===== config.mk =====
export PLATFORM = sky130hd
export DESIGN_NAME = udp_reassembly_flat
export DESIGN_NICKNAME = d
export VERILOG_FILES = /design/src/rtl/udp_stack_pkg.sv /design/src/rtl/udp_reassembly_if.sv /design/src/rtl/udp_reassembly.sv /design/src/flat_wrapper.sv
export SDC_FILE = /design/constraint.sdc
export NUM_CORES = 1
export LEC_CHECK = 0
export CAP_MARGIN = 20
export CORE_UTILIZATION = 51
export CTS_CLUSTER_DIAMETER = 60
export DETAILED_ROUTE_END_ITERATION = 16
export GPL_TIMING_DRIVEN = 0
export PLACE_DENSITY = 0.8
export SLEW_MARGIN = 5
export SYNTH_ARGS = -nofsm -noshare
export SYNTH_HDL_FRONTEND = slang
export SYNTH_SLANG_ARGS = --single-unit
export TNS_END_PERCENT = 30

===== constraint.sdc =====
create_clock -name clk -period 5.5 [get_ports clk]
set_input_delay 1.1 -clock clk [delete_from_list [all_inputs] [get_ports clk]]
set_output_delay 1.1 -clock clk [all_outputs]
set_load 0.05 [all_outputs]

===== src/rtl/udp_stack_pkg.sv =====
// Shared definitions for the UDP receive reassembly block.
//   state_e      : reassembly FSM state encoding
//   CMD_TAG      : tdata[63:62] value that marks a command datagram
//   ERR_*        : bit positions inside err_status
package udp_stack_pkg;

  typedef enum logic [2:0] {
    ST_WAIT_CMD = 3'd0,
    ST_RECV     = 3'd1,
    ST_DRAIN    = 3'd2,
    ST_ABORT    = 3'd3,
    ST_DONE     = 3'd4
  } state_e;

  localparam logic [1:0] CMD_TAG = 2'b11;

  localparam int unsigned ERR_WIDTH    = 4;
  localparam int unsigned ERR_TUSER    = 0;
  localparam int unsigned ERR_FRAG_LEN = 1;
  localparam int unsigned ERR_OVERRUN  = 2;
  localparam int unsigned ERR_TIMEOUT  = 3;

endpackage


===== src/rtl/udp_reassembly_if.sv =====
// AXI-Stream bundle used for both the UDP payload input and the DMA output.
//   master : drives tdata/tkeep/tvalid/tlast/tuser, samples tready
//   slave  : samples tdata/tkeep/tvalid/tlast/tuser, drives tready
interface udp_reassembly_if #(
  parameter int unsigned DATA_WIDTH = 64,
  parameter int unsigned KEEP_WIDTH = DATA_WIDTH / 8
);

  logic [DATA_WIDTH-1:0] tdata;
  logic [KEEP_WIDTH-1:0] tkeep;
  logic                  tvalid;
  logic                  tready;
  logic                  tlast;
  logic                  tuser;

  modport master (output tdata, tkeep, tvalid, tlast, tuser, input tready);
  modport slave  (input tdata, tkeep, tvalid, tlast, tuser, output tready);

endinterface


===== src/rtl/udp_reassembly.sv =====
// Receive-side reassembly: waits for a command datagram announcing a transfer
// size, then concatenates mss-beat fragments into one stream of exactly size
// beats with a single tlast, flagging length/overrun/tuser errors and closing
// a stalled transfer by timeout.
// Ports:
//   clk, rst_n          : clock, async active-low reset
//   s_udp_payload_axis  : UDP RX payload stream (slave)
//   m_axis              : stream to DMA S2MM (master), combinational in RECV
//   mss, timeout        : beats per fragment, idle cycle limit (0 = off)
//   control_dma         : latched command {1'b1, cmd[62:0]}
//   busy, done          : transfer in progress, normal completion pulse
//   err_status          : sticky {timeout, overrun, frag_len, tuser}
//   frag_count          : fragments received in current/last transfer
module udp_reassembly
  import udp_stack_pkg::*;
#(
  parameter int unsigned DATA_WIDTH = 64,
  parameter int unsigned KEEP_WIDTH = DATA_WIDTH / 8,
  parameter int unsigned CNT_WIDTH  = 32
) (
  input  logic                  clk,
  input  logic                  rst_n,
  udp_reassembly_if.slave       s_udp_payload_axis,
  udp_reassembly_if.master      m_axis,
  input  logic [31:0]           mss,
  input  logic [31:0]           timeout,
  output logic [63:0]           control_dma,
  output logic                  busy,
  output logic                  done,
  output logic [ERR_WIDTH-1:0]  err_status,
  output logic [CNT_WIDTH-1:0]  frag_count
);

  state_e                 r_state;
  logic [CNT_WIDTH-1:0]   r_size;
  logic [CNT_WIDTH-1:0]   r_beat_cnt;
  logic [CNT_WIDTH-1:0]   r_frag_beat;
  logic [CNT_WIDTH-1:0]   r_idle_cnt;
  logic [CNT_WIDTH-1:0]   r_frag_count;
  logic [ERR_WIDTH-1:0]   r_err;
  logic [63:0]            r_control_dma;
  logic                   r_busy;
  logic                   r_done;

  logic                   w_hs;
  logic                   w_final;
  logic                   w_is_cmd;
  logic                   w_frag_short;
  logic                   w_tmo_hit;
  logic [CNT_WIDTH-1:0]   w_cmd_size;
  logic [CNT_WIDTH-1:0]   w_size_m1;
  logic [CNT_WIDTH-1:0]   w_mss_m1;
  logic [CNT_WIDTH-1:0]   w_tmo_m1;

  // Decode of the current beat against the transfer counters
  assign w_cmd_size   = CNT_WIDTH'(s_udp_payload_axis.tdata[31:0]);
  assign w_size_m1    = r_size - CNT_WIDTH'(1);
  assign w_mss_m1     = CNT_WIDTH'(mss) - CNT_WIDTH'(1);
  assign w_tmo_m1     = CNT_WIDTH'(timeout) - CNT_WIDTH'(1);
  assign w_final      = (r_beat_cnt == w_size_m1);
  // Only meaningful in RECV, where s ready mirrors m ready
  assign w_hs         = s_udp_payload_axis.tvalid & m_axis.tready;
  // Zero-size commands are ignored altogether
  assign w_is_cmd     = s_udp_payload_axis.tvalid & s_udp_payload_axis.tlast &
                        (s_udp_payload_axis.tdata[63:62] == CMD_TAG) &
                        (w_cmd_size != '0);
  // A short final fragment is legal; mss==0 disables the check
  assign w_frag_short = (mss != 32'd0) & (r_frag_beat != w_mss_m1) & ~w_final;
  assign w_tmo_hit    = (timeout != 32'd0) & (r_idle_cnt >= w_tmo_m1);

  // Stream steering: zero-latency pass-through in RECV, forced error beat in ABORT
  always_comb begin
    s_udp_payload_axis.tready = 1'b0;
    m_axis.tvalid             = 1'b0;
    m_axis.tdata              = '0;
    m_axis.tkeep              = '0;
    m_axis.tlast              = 1'b0;
    m_axis.tuser              = 1'b0;
    unique case (r_state)
      ST_WAIT_CMD, ST_DRAIN: s_udp_payload_axis.tready = 1'b1;
      ST_RECV: begin
        s_udp_payload_axis.tready = m_axis.tready;
        m_axis.tvalid             = s_udp_payload_axis.tvalid;
        m_axis.tdata              = s_udp_payload_axis.tdata;
        m_axis.tkeep              = s_udp_payload_axis.tkeep;
        m_axis.tlast              = w_final;
        m_axis.tuser              = s_udp_payload_axis.tuser;
      end
      ST_ABORT: begin
        m_axis.tvalid = 1'b1;
        m_axis.tkeep  = '1;
        m_axis.tlast  = 1'b1;
        m_axis.tuser  = 1'b1;
      end
      default: ;
    endcase
  end

  // FSM, counters and registered status
  always_ff @(posedge clk or negedge rst_n) begin
    if (!rst_n) begin
      r_state       <= ST_WAIT_CMD;
      r_size        <= '0;
      r_beat_cnt    <= '0;
      r_frag_beat   <= '0;
      r_idle_cnt    <= '0;
      r_frag_count  <= '0;
      r_err         <= '0;
      r_control_dma <= '0;
      r_busy        <= 1'b0;
      r_done        <= 1'b0;
    end else begin
      r_done <= 1'b0;
      unique case (r_state)
        ST_WAIT_CMD: begin
          if (w_is_cmd) begin
            r_size        <= w_cmd_size;
            r_control_dma <= {1'b1, s_udp_payload_axis.tdata[62:0]};
            r_err         <= '0;
            r_frag_count  <= '0;
            r_beat_cnt    <= '0;
            r_frag_beat   <= '0;
            r_idle_cnt    <= '0;
            r_busy        <= 1'b1;
            r_state       <= ST_RECV;
          end
        end
        ST_RECV: begin
          if (w_hs) begin
            r_beat_cnt  <= r_beat_cnt + CNT_WIDTH'(1);
            r_idle_cnt  <= '0;
            r_frag_beat <= s_udp_payload_axis.tlast ? '0 : r_frag_beat + CNT_WIDTH'(1);
            if (s_udp_payload_axis.tlast) begin
              r_frag_count <= r_frag_count + CNT_WIDTH'(1);
              if (w_frag_short) r_err[ERR_FRAG_LEN] <= 1'b1;
            end
            if (s_udp_payload_axis.tuser) r_err[ERR_TUSER] <= 1'b1;
            if (w_final) begin
              if (s_udp_payload_axis.tlast) begin
                r_state <= ST_DONE;
                r_busy  <= 1'b0;
                r_done  <= 1'b1;
              end else begin
                // Sender still has data beyond size: swallow rest of datagram
                r_err[ERR_OVERRUN] <= 1'b1;
                r_state            <= ST_DRAIN;
              end
            end
          end else begin
            r_idle_cnt <= r_idle_cnt + CNT_WIDTH'(1);
            if (w_tmo_hit) begin
              r_err[ERR_TIMEOUT] <= 1'b1;
              r_state            <= ST_ABORT;
            end
          end
        end
        ST_DRAIN: begin
          if (s_udp_payload_axis.tvalid && s_udp_payload_axis.tlast) begin
            r_state <= ST_DONE;
            r_busy  <= 1'b0;
            r_done  <= 1'b1;
          end
        end
        ST_ABORT: begin
          if (m_axis.tready) begin
            r_state <= ST_WAIT_CMD;
            r_busy  <= 1'b0;
          end
        end
        ST_DONE: r_state <= ST_WAIT_CMD;
        default: r_state <= ST_WAIT_CMD;
      endcase
    end
  end

  assign control_dma = r_control_dma;
  assign busy        = r_busy;
  assign done        = r_done;
  assign err_status  = r_err;
  assign frag_count  = r_frag_count;

endmodule


===== src/flat_wrapper.sv =====
// flat-port wrapper written by rule: the top's interface ports become plain ports
module udp_reassembly_flat import udp_stack_pkg::*;
#(
  parameter int unsigned DATA_WIDTH = 64,
  parameter int unsigned KEEP_WIDTH = DATA_WIDTH / 8,
  parameter int unsigned CNT_WIDTH  = 32
)
  (clk, rst_n, mss, timeout, control_dma, busy, done, err_status, frag_count, s_udp_payload_axis_tdata, s_udp_payload_axis_tkeep, s_udp_payload_axis_tvalid, s_udp_payload_axis_tlast, s_udp_payload_axis_tuser, s_udp_payload_axis_tready, m_axis_tdata, m_axis_tkeep, m_axis_tvalid, m_axis_tlast, m_axis_tuser, m_axis_tready);
  udp_reassembly_if #(.DATA_WIDTH(DATA_WIDTH), .KEEP_WIDTH(KEEP_WIDTH)) s_udp_payload_axis_i ();
  udp_reassembly_if #(.DATA_WIDTH(DATA_WIDTH), .KEEP_WIDTH(KEEP_WIDTH)) m_axis_i ();
  input  logic clk;
  input  logic rst_n;
  input  logic [31:0] mss;
  input  logic [31:0] timeout;
  output logic [63:0] control_dma;
  output logic busy;
  output logic done;
  output logic [ERR_WIDTH-1:0] err_status;
  output logic [CNT_WIDTH-1:0] frag_count;
  input wire logic [$bits(s_udp_payload_axis_i.tdata)-1:0] s_udp_payload_axis_tdata;
  input wire logic [$bits(s_udp_payload_axis_i.tkeep)-1:0] s_udp_payload_axis_tkeep;
  input wire logic [$bits(s_udp_payload_axis_i.tvalid)-1:0] s_udp_payload_axis_tvalid;
  input wire logic [$bits(s_udp_payload_axis_i.tlast)-1:0] s_udp_payload_axis_tlast;
  input wire logic [$bits(s_udp_payload_axis_i.tuser)-1:0] s_udp_payload_axis_tuser;
  output wire logic [$bits(s_udp_payload_axis_i.tready)-1:0] s_udp_payload_axis_tready;
  output wire logic [$bits(m_axis_i.tdata)-1:0] m_axis_tdata;
  output wire logic [$bits(m_axis_i.tkeep)-1:0] m_axis_tkeep;
  output wire logic [$bits(m_axis_i.tvalid)-1:0] m_axis_tvalid;
  output wire logic [$bits(m_axis_i.tlast)-1:0] m_axis_tlast;
  output wire logic [$bits(m_axis_i.tuser)-1:0] m_axis_tuser;
  input wire logic [$bits(m_axis_i.tready)-1:0] m_axis_tready;
  assign s_udp_payload_axis_i.tdata = s_udp_payload_axis_tdata;
  assign s_udp_payload_axis_i.tkeep = s_udp_payload_axis_tkeep;
  assign s_udp_payload_axis_i.tvalid = s_udp_payload_axis_tvalid;
  assign s_udp_payload_axis_i.tlast = s_udp_payload_axis_tlast;
  assign s_udp_payload_axis_i.tuser = s_udp_payload_axis_tuser;
  assign s_udp_payload_axis_tready = s_udp_payload_axis_i.tready;
  assign m_axis_tdata = m_axis_i.tdata;
  assign m_axis_tkeep = m_axis_i.tkeep;
  assign m_axis_tvalid = m_axis_i.tvalid;
  assign m_axis_tlast = m_axis_i.tlast;
  assign m_axis_tuser = m_axis_i.tuser;
  assign m_axis_i.tready = m_axis_tready;
  udp_reassembly #(.DATA_WIDTH(DATA_WIDTH), .KEEP_WIDTH(KEEP_WIDTH), .CNT_WIDTH(CNT_WIDTH)) u_core (.clk(clk), .rst_n(rst_n), .s_udp_payload_axis(s_udp_payload_axis_i), .m_axis(m_axis_i), .mss(mss), .timeout(timeout), .control_dma(control_dma), .busy(busy), .done(done), .err_status(err_status), .frag_count(frag_count));
endmodule

==> results.tsv, run 1 <==
metric	value	unit
cells after synthesis	1502	
largest family of logic cells by synthesized area	simple AND/OR/NAND/NOR gates	
largest net degree at the start of global routing	114	
Crit. End Element	output port	
antenna violations before repair	1	
endpoints failing hold	0	
first-pass GRT wire length	64900	um
overall power	0.00781	W
vias in the first global route	12400	
pre-CTS setup slack	-0.0776	ns
Setup crit start kind	flop	
net count reported at finish	2037	
global route overflow	0	
Max-slew headroom	28.1	%
Reg2Reg Launch Point	u_core.control_dma[1]$_DFFE_PN0P_	
warnings from Yosys	0	
Top-Level Pins	320	
antenna viol nets, final	0	
crit path time final	5.39	ns
die width	164	um
post-synthesis mux area share	5.52	%
PD cells	439	nW/um2
post-synthesis sequential area ratio	37.7	%
fin crit share	98.0	%
number of flops mapped to enable cells by yosys	0	
site row count	58	
Root Driver	clkbuf_16	
Placed Instances	2151	
WP data required	4.40	ns
share of cells above drive strength 1	7.21	%
CP Launch Point	u_core.control_dma[1]$_DFFE_PN0P_	
ANT cells	0	
leakage	7.31	nW
Post-Syn Area	13300	um2
Vias/cell	5.81	
Worst-path clk slew	0.06	ns
vias post-DR	12800	
Layout area overhead	33.5	%
Slew Limit Fails	0	
min-delay src	u_core.control_dma[62]$_DFFE_PN0P_	
outcome	finished, final reports clean	
port bufs	316	
fmax	0.185	GHz
RSZ-0062 raised after global routing	false	
clk buf depth	3	
Compound-Gate Fraction of Synth Area	10.6	%
VDD IR max	0.495	mV
clk_skew	0.0199	ns
DRT Wirelength	40800	um
Syn Nets	1685	
die area	26800	um2
WL/cell	18.5	um
DRC	0	
Num CTS Buffers	25	
placed standard-cell area	17000	um2
Final setup viols	0	
Setup WS post-layout	0.109	ns
Final GP Congestion	0.961	
initial core utilization	52.5	%
Yosys reg bits	201	
max-cap violations	0	
Die Y-Extent	164	um
critical path class	reg2out	
clock latency on the worst-skew pair	0.53	ns
H-tree depth	1	
Setup TNS	0	ns
Worst Path Arrival	4.29	ns
First-pass DRT Iterations	5	
Post-Layout Inst Area	17800	um2
CTS tree	done	
Synth Area in Adders	3.85	%
Clock Sinks	201	
Placeable Area	25400	um2
hpwl dp	31200	um
xor/xnor share of the synthesized area	12.3	%
Post-synth top flop	dfrtp_1	
fillers	1982	
Total Routing Usage GR	30.5	%
Slowest cell on crit path	or4_1	
DR iter-0 viols	1302	
Avg Synthesized Cell Area	8.88	um2
peak fanout along the critical path	5	
worst min-delay path category	reg2reg	
Distinct cells, synth	68	
Async S/R FF share, synth	100	%
Worst Tran Pin Value	1.07	ns
Post-Synth Simple-Gate Area	27.7	%
crit-path max cell delay	0.55	ns
Final Non-Filler Cells	2203	
critical path cell sequence	inv_1 > ha_2 > or4b_4 > or4_1 > a211oi_2 > o211ai_1 > or4_1 > or4_4 > nor3_4 > nor2_1 > nor2_1 > buf_6	
==> where the power goes <==
group	internal, W	leakage [nW]	switching (W)	total (W)
logic	0.00143	4.25	0.00267	0.00409
clock network	0.000905	0.389	0.000679	0.00158
registers	0.00177	2.67	0.000368	0.00213
total	0.00410	7.31	0.00371	0.00781
==> metal layers <==
| metal | vias to the layer above | track usage (%) | part of all wire (%) |
|---|---|---|---|
| met5 | - | 0 | 0.027 |
| met4 | 2 | 10.6 | 3.2 |
| met3 | 69 | 4.82 | 7.0 |
| met2 | 499 | 50.8 | 48 |
| met1 | 6118 | 40.3 | 42 |
| li1 | 6114 | - | - |
==> cell families after synthesis <==
| family | count (synthesis) |
|---|---|
| AOI/OAI and AO/OA | 226 |
| xor gates and xnor gates | 187 |
| adders and majority gates | 41 |
| buffers and inverters | 79 |
| DFF | 201 |
| muxes | 66 |
| and+or+nand+nor | 702 |
==> area by class of cell <==
| class | instances | area, um2 | area share (%) |
|---|---|---|---|
| plain buffers | 61 | 240 | 1.35 |
| multi-input cells | 1222 | 8000 | 45.0 |
| repair buffers | 325 | 3250 | 18.2 |
| well taps | 330 | 413 | 2.32 |
| clock inverters | 12 | 97.6 | 0.548 |
| inverters | 18 | 67.6 | 0.380 |
| clock buffers | 34 | 699 | 3.93 |
| flip-flops and latches | 201 | 5030 | 28.3 |
==> cell usage after synthesis, types with 4 or more instances <==
cell       count  area (um2)
a211oi_1       9        67.6
and3_1        31         194
nor3b_1        4        30.0
nor2_1       186         698
ha_1          41         513
clkbuf_1      56         210
or3_1         23         144
dfrtp_1      201        5030
xor2_1       101         885
nand2_1      101         379
and2_1        68         425
nand4_1       49         307
o31ai_1       10        75.1
and4_1        10        87.6
mux2i_1        6        60.1
nor3_1        40         200
nand3b_1       9        67.6
nand3_1       72         360
o2111ai_1      4        35.0
o21ai_0       87         435
or2_2          4        25.0
o21ai_1        4        20.0
a21o_1        19         143
nand2b_1      15        93.8
nor2b_1       14        87.6
inv_1         18        67.6
xnor2_1       86         753
or4_1         16         120
o211ai_1       4        30.0
a21oi_1       38         190
mux2_2        60         676
nor4_1        38         238
nor4b_1        4        35.0
a31oi_1       16         100
==> layout by cell type (no fill, tap or decap), drive strengths merged, types with 4 or more instances in the layout <==
cell type,instances
o31ai,10
mux2,60
a31oi,16
nand4,49
clkbuf,91
or4,18
inv,21
o211ai,4
or2,5
nor4,41
nand3,72
nor3,44
and2,68
a21o,19
nand2b,15
nor4b,4
dfrtp,201
xnor2,86
nor2,186
nand2,101
mux2i,6
clkdlybuf4s50,314
and3,31
a211oi,10
clkinv,7
nor3b,4
ha,41
nor2b,14
and4,10
o2111ai,4
or3,23
buf,15
nand3b,9
a21oi,38
o21ai,91
xor2,101
==> path summary, 6_finish.rpt <==
path	endpoint	slack [ns]	depth (start not counted)
setup reg to reg	u_core.r_state[0]$_DFFE_PN0P_	1.68	11
min in group asynchronous	u_core.frag_count[27]$_DFFE_PN0P_	0.58	1
hold / removal	u_core.control_dma[62]$_DFFE_PN0P_	0.48	1
hold reg to reg	u_core.control_dma[62]$_DFFE_PN0P_	0.48	1
setup / recovery	m_axis_tlast	0.11	12
max in group asynchronous	u_core.r_frag_beat[29]$_DFFE_PN0P_	3.91	2
==> registers in the layout, indices dropped and copies added (netlist names) <==
name,flops
u_core.r_beat_cnt,32
u_core.control_dma,64
u_core.done,1
u_core.busy,1
u_core.r_state,3
u_core.err_status,4
u_core.frag_count,32
u_core.r_frag_beat,32
u_core.r_idle_cnt,32
==> per-stage QoR <==
step,hold WS (ns),util (%)
final,0.482,70.1
after global routing,0.512,70.1
after CTS,0.487,69.9
after detailed placement,0.464,66.8
after global placement,0.450,66.6
after floorplan,0.451,-
==> timing repair <==
item                       CTS  global route
hold buffers                 0             0
buffers inserted             0             4
resized for setup            5             5
setup endpoints to repair    1             1
pin swaps                    0             1
==> critical path: cells and delay by family (launching register included) <==
| kind | cells | cell delay [ns] |
|---|---|---|
| DFF | 1 | 0.42 |
| buffers and inverters | 2 | 0.29 |
| adders and majority gates | 1 | 0.21 |
| and+or+nand+nor | 7 | 2.52 |
| AOI/OAI and AO/OA | 2 | 0.34 |
No activity file was read; power rests on OpenSTA's default activity.
==> run 2: changes to the inputs <==
Settings changed: CTS_CLUSTER_SIZE from default to 30.
==> results.tsv, run 2 (synthesis gave the netlist of run 1 again) <==
metric	value	unit
outcome	finished, final reports clean	
clk_skew	0.0145	ns
most used routing layer	met2	
largest net degree at the start of global routing	114	
Max-slew headroom	25.9	%
most common cell after layout, fill and taps aside	clkdlybuf4s50_1	
antenna violations before repair	1	
Top-Level Pins	320	
commonest cells after routing, fill and taps aside	314 x clkdlybuf4s50_1, 200 x dfrtp_1, 186 x nor2_1	
DRT Wirelength	40700	um
ANT cells	0	
grt met2 use	50.4	%
initial core utilization	52.5	%
clock latency on the worst-skew pair	0.52	ns
Worst Path Arrival	4.29	ns
leakage	7.26	nW
Hold Slack	0.484	ns
CP Launch Point	u_core.control_dma[1]$_DFFE_PN0P_	
Vias/cell	5.84	
DR iter-0 viols	1254	
vias in the first global route	12300	
fmax	0.186	GHz
Final GP Congestion	0.961	
GR Util met1	40.1	%
Total Routing Usage GR	30.3	%
VDD IR max	0.460	mV
met3 Usage GRT	5.20	%
global route overflow	0	
peak fanout along the critical path	5	
Worst Tran Pin Value	1.10	ns
CTS tree	done	
PD cells	435	nW/um2
WP data required	4.40	ns
antenna viol nets, final	0	
die area	26800	um2
Placeable Area	25400	um2
die width	164	um
Slew Limit Fails	0	
First-pass DRT Iterations	7	
clk buf depth	3	
critical path class	reg2out	
Num CTS Buffers	20	
RSZ-0062 raised after global routing	false	
worst min-delay path category	reg2reg	
Die Y-Extent	164	um
vias post-DR	12800	
site row count	58	
Final Util	69.7	%
Final setup viols	0	
Root Driver	clkbuf_16	
Crit. End Element	output port	
net count reported at finish	2030	
crit path time final	5.39	ns
min-delay src	u_core.control_dma[62]$_DFFE_PN0P_	
fin crit share	98.0	%
port bufs	316	
DRC	0	
Layout area overhead	32.8	%
Reg2Reg Launch Point	u_core.control_dma[1]$_DFFE_PN0P_	
endpoints failing hold	0	
share of cells above drive strength 1	6.77	%
max-cap violations	0	
Clock Sinks	201	
H-tree depth	1	
first-pass GRT wire length	64500	um
WL/cell	18.6	um
Setup crit start kind	flop	
hpwl dp	31200	um
Worst-path clk slew	0.07	ns
max FFs per register	64	
[run 2: repair_timing]
item	4_1_cts	5_1_grt
endpoints found under the setup margin	1	1
resized for setup	5	4
hold buffers	0	0
pin swaps	0	1
buffers inserted	0	4
[run 2: final timing paths]
check                                                      to  slack, ns  cells after the start
max                                              m_axis_tlast       0.11                     12
min                        u_core.control_dma[62]$_DFFE_PN0P_       0.48                      1
max reg2reg                     u_core.r_state[0]$_DFFE_PN0P_       1.69                     11
min reg2reg                u_core.control_dma[62]$_DFFE_PN0P_       0.48                      1
max in group asynchronous  u_core.control_dma[36]$_DFFE_PN0P_       3.92                      2
min in group asynchronous   u_core.frag_count[27]$_DFFE_PN0P_       0.58                      1
[run 2: power breakdown]
| group | leakage [nW] | total [W] | internal, W | switching (W) |
|---|---|---|---|---|
| clock | 0.350 | 0.00149 | 0.000782 | 0.000705 |
| sequential | 2.67 | 0.00213 | 0.00176 | 0.000369 |
| combinational | 4.25 | 0.00409 | 0.00143 | 0.00266 |
[run 2: per-stage QoR]
step | worst slack (ns) | TNS (ns) | power (W) | cell area (um2) | cells
floorplan | 0.462 | 0 | 0.00472 | 13300 | 1502
global placement | -5.15 | -1031.33 | 0.00615 | 16900 | 2148
detailed placement | -0.0776 | -0.0776 | 0.00619 | 17000 | 2151
CTS | 0.0239 | 0 | 0.00770 | 17700 | 2186
global route | 0.00585 | 0 | 0.00803 | 17700 | 2190
finish | 0.112 | 0 | 0.00771 | 17700 | 2190
[run 2: final cells by class]
type | count | area (um2)
inverter | 18 | 67.6
multi-input combinational | 1222 | 8000
clock inverter | 14 | 210
buffer | 61 | 240
sequential | 201 | 5030
tap | 330 | 413
timing repair buffer | 323 | 3240
fill | 1976 | 7680
clock buffer | 21 | 514
[run 2: worst max-delay path, cell delays in order (launching register included)]
cell and delay (ns):
dfrtp_1 0.42, inv_1 0.10, ha_1 0.19, or4b_4 0.49, or4_1 0.52, a211oi_2 0.20, o211ai_1 0.14, or4_1 0.55
or4_4 0.47, nor3_4 0.30, nor2_1 0.07, nor2_1 0.13, buf_6 0.18
[run 2: routing by layer]
metal | part of all wire [%] | wire [um] | up-vias
li1 | - | - | 6094
met1 | 42 | 17100 | 6107
met2 | 48 | 19400 | 524
met3 | 7.3 | 2980 | 68
met4 | 3.1 | 1250 | 2
met5 | 0.032 | 13 | -
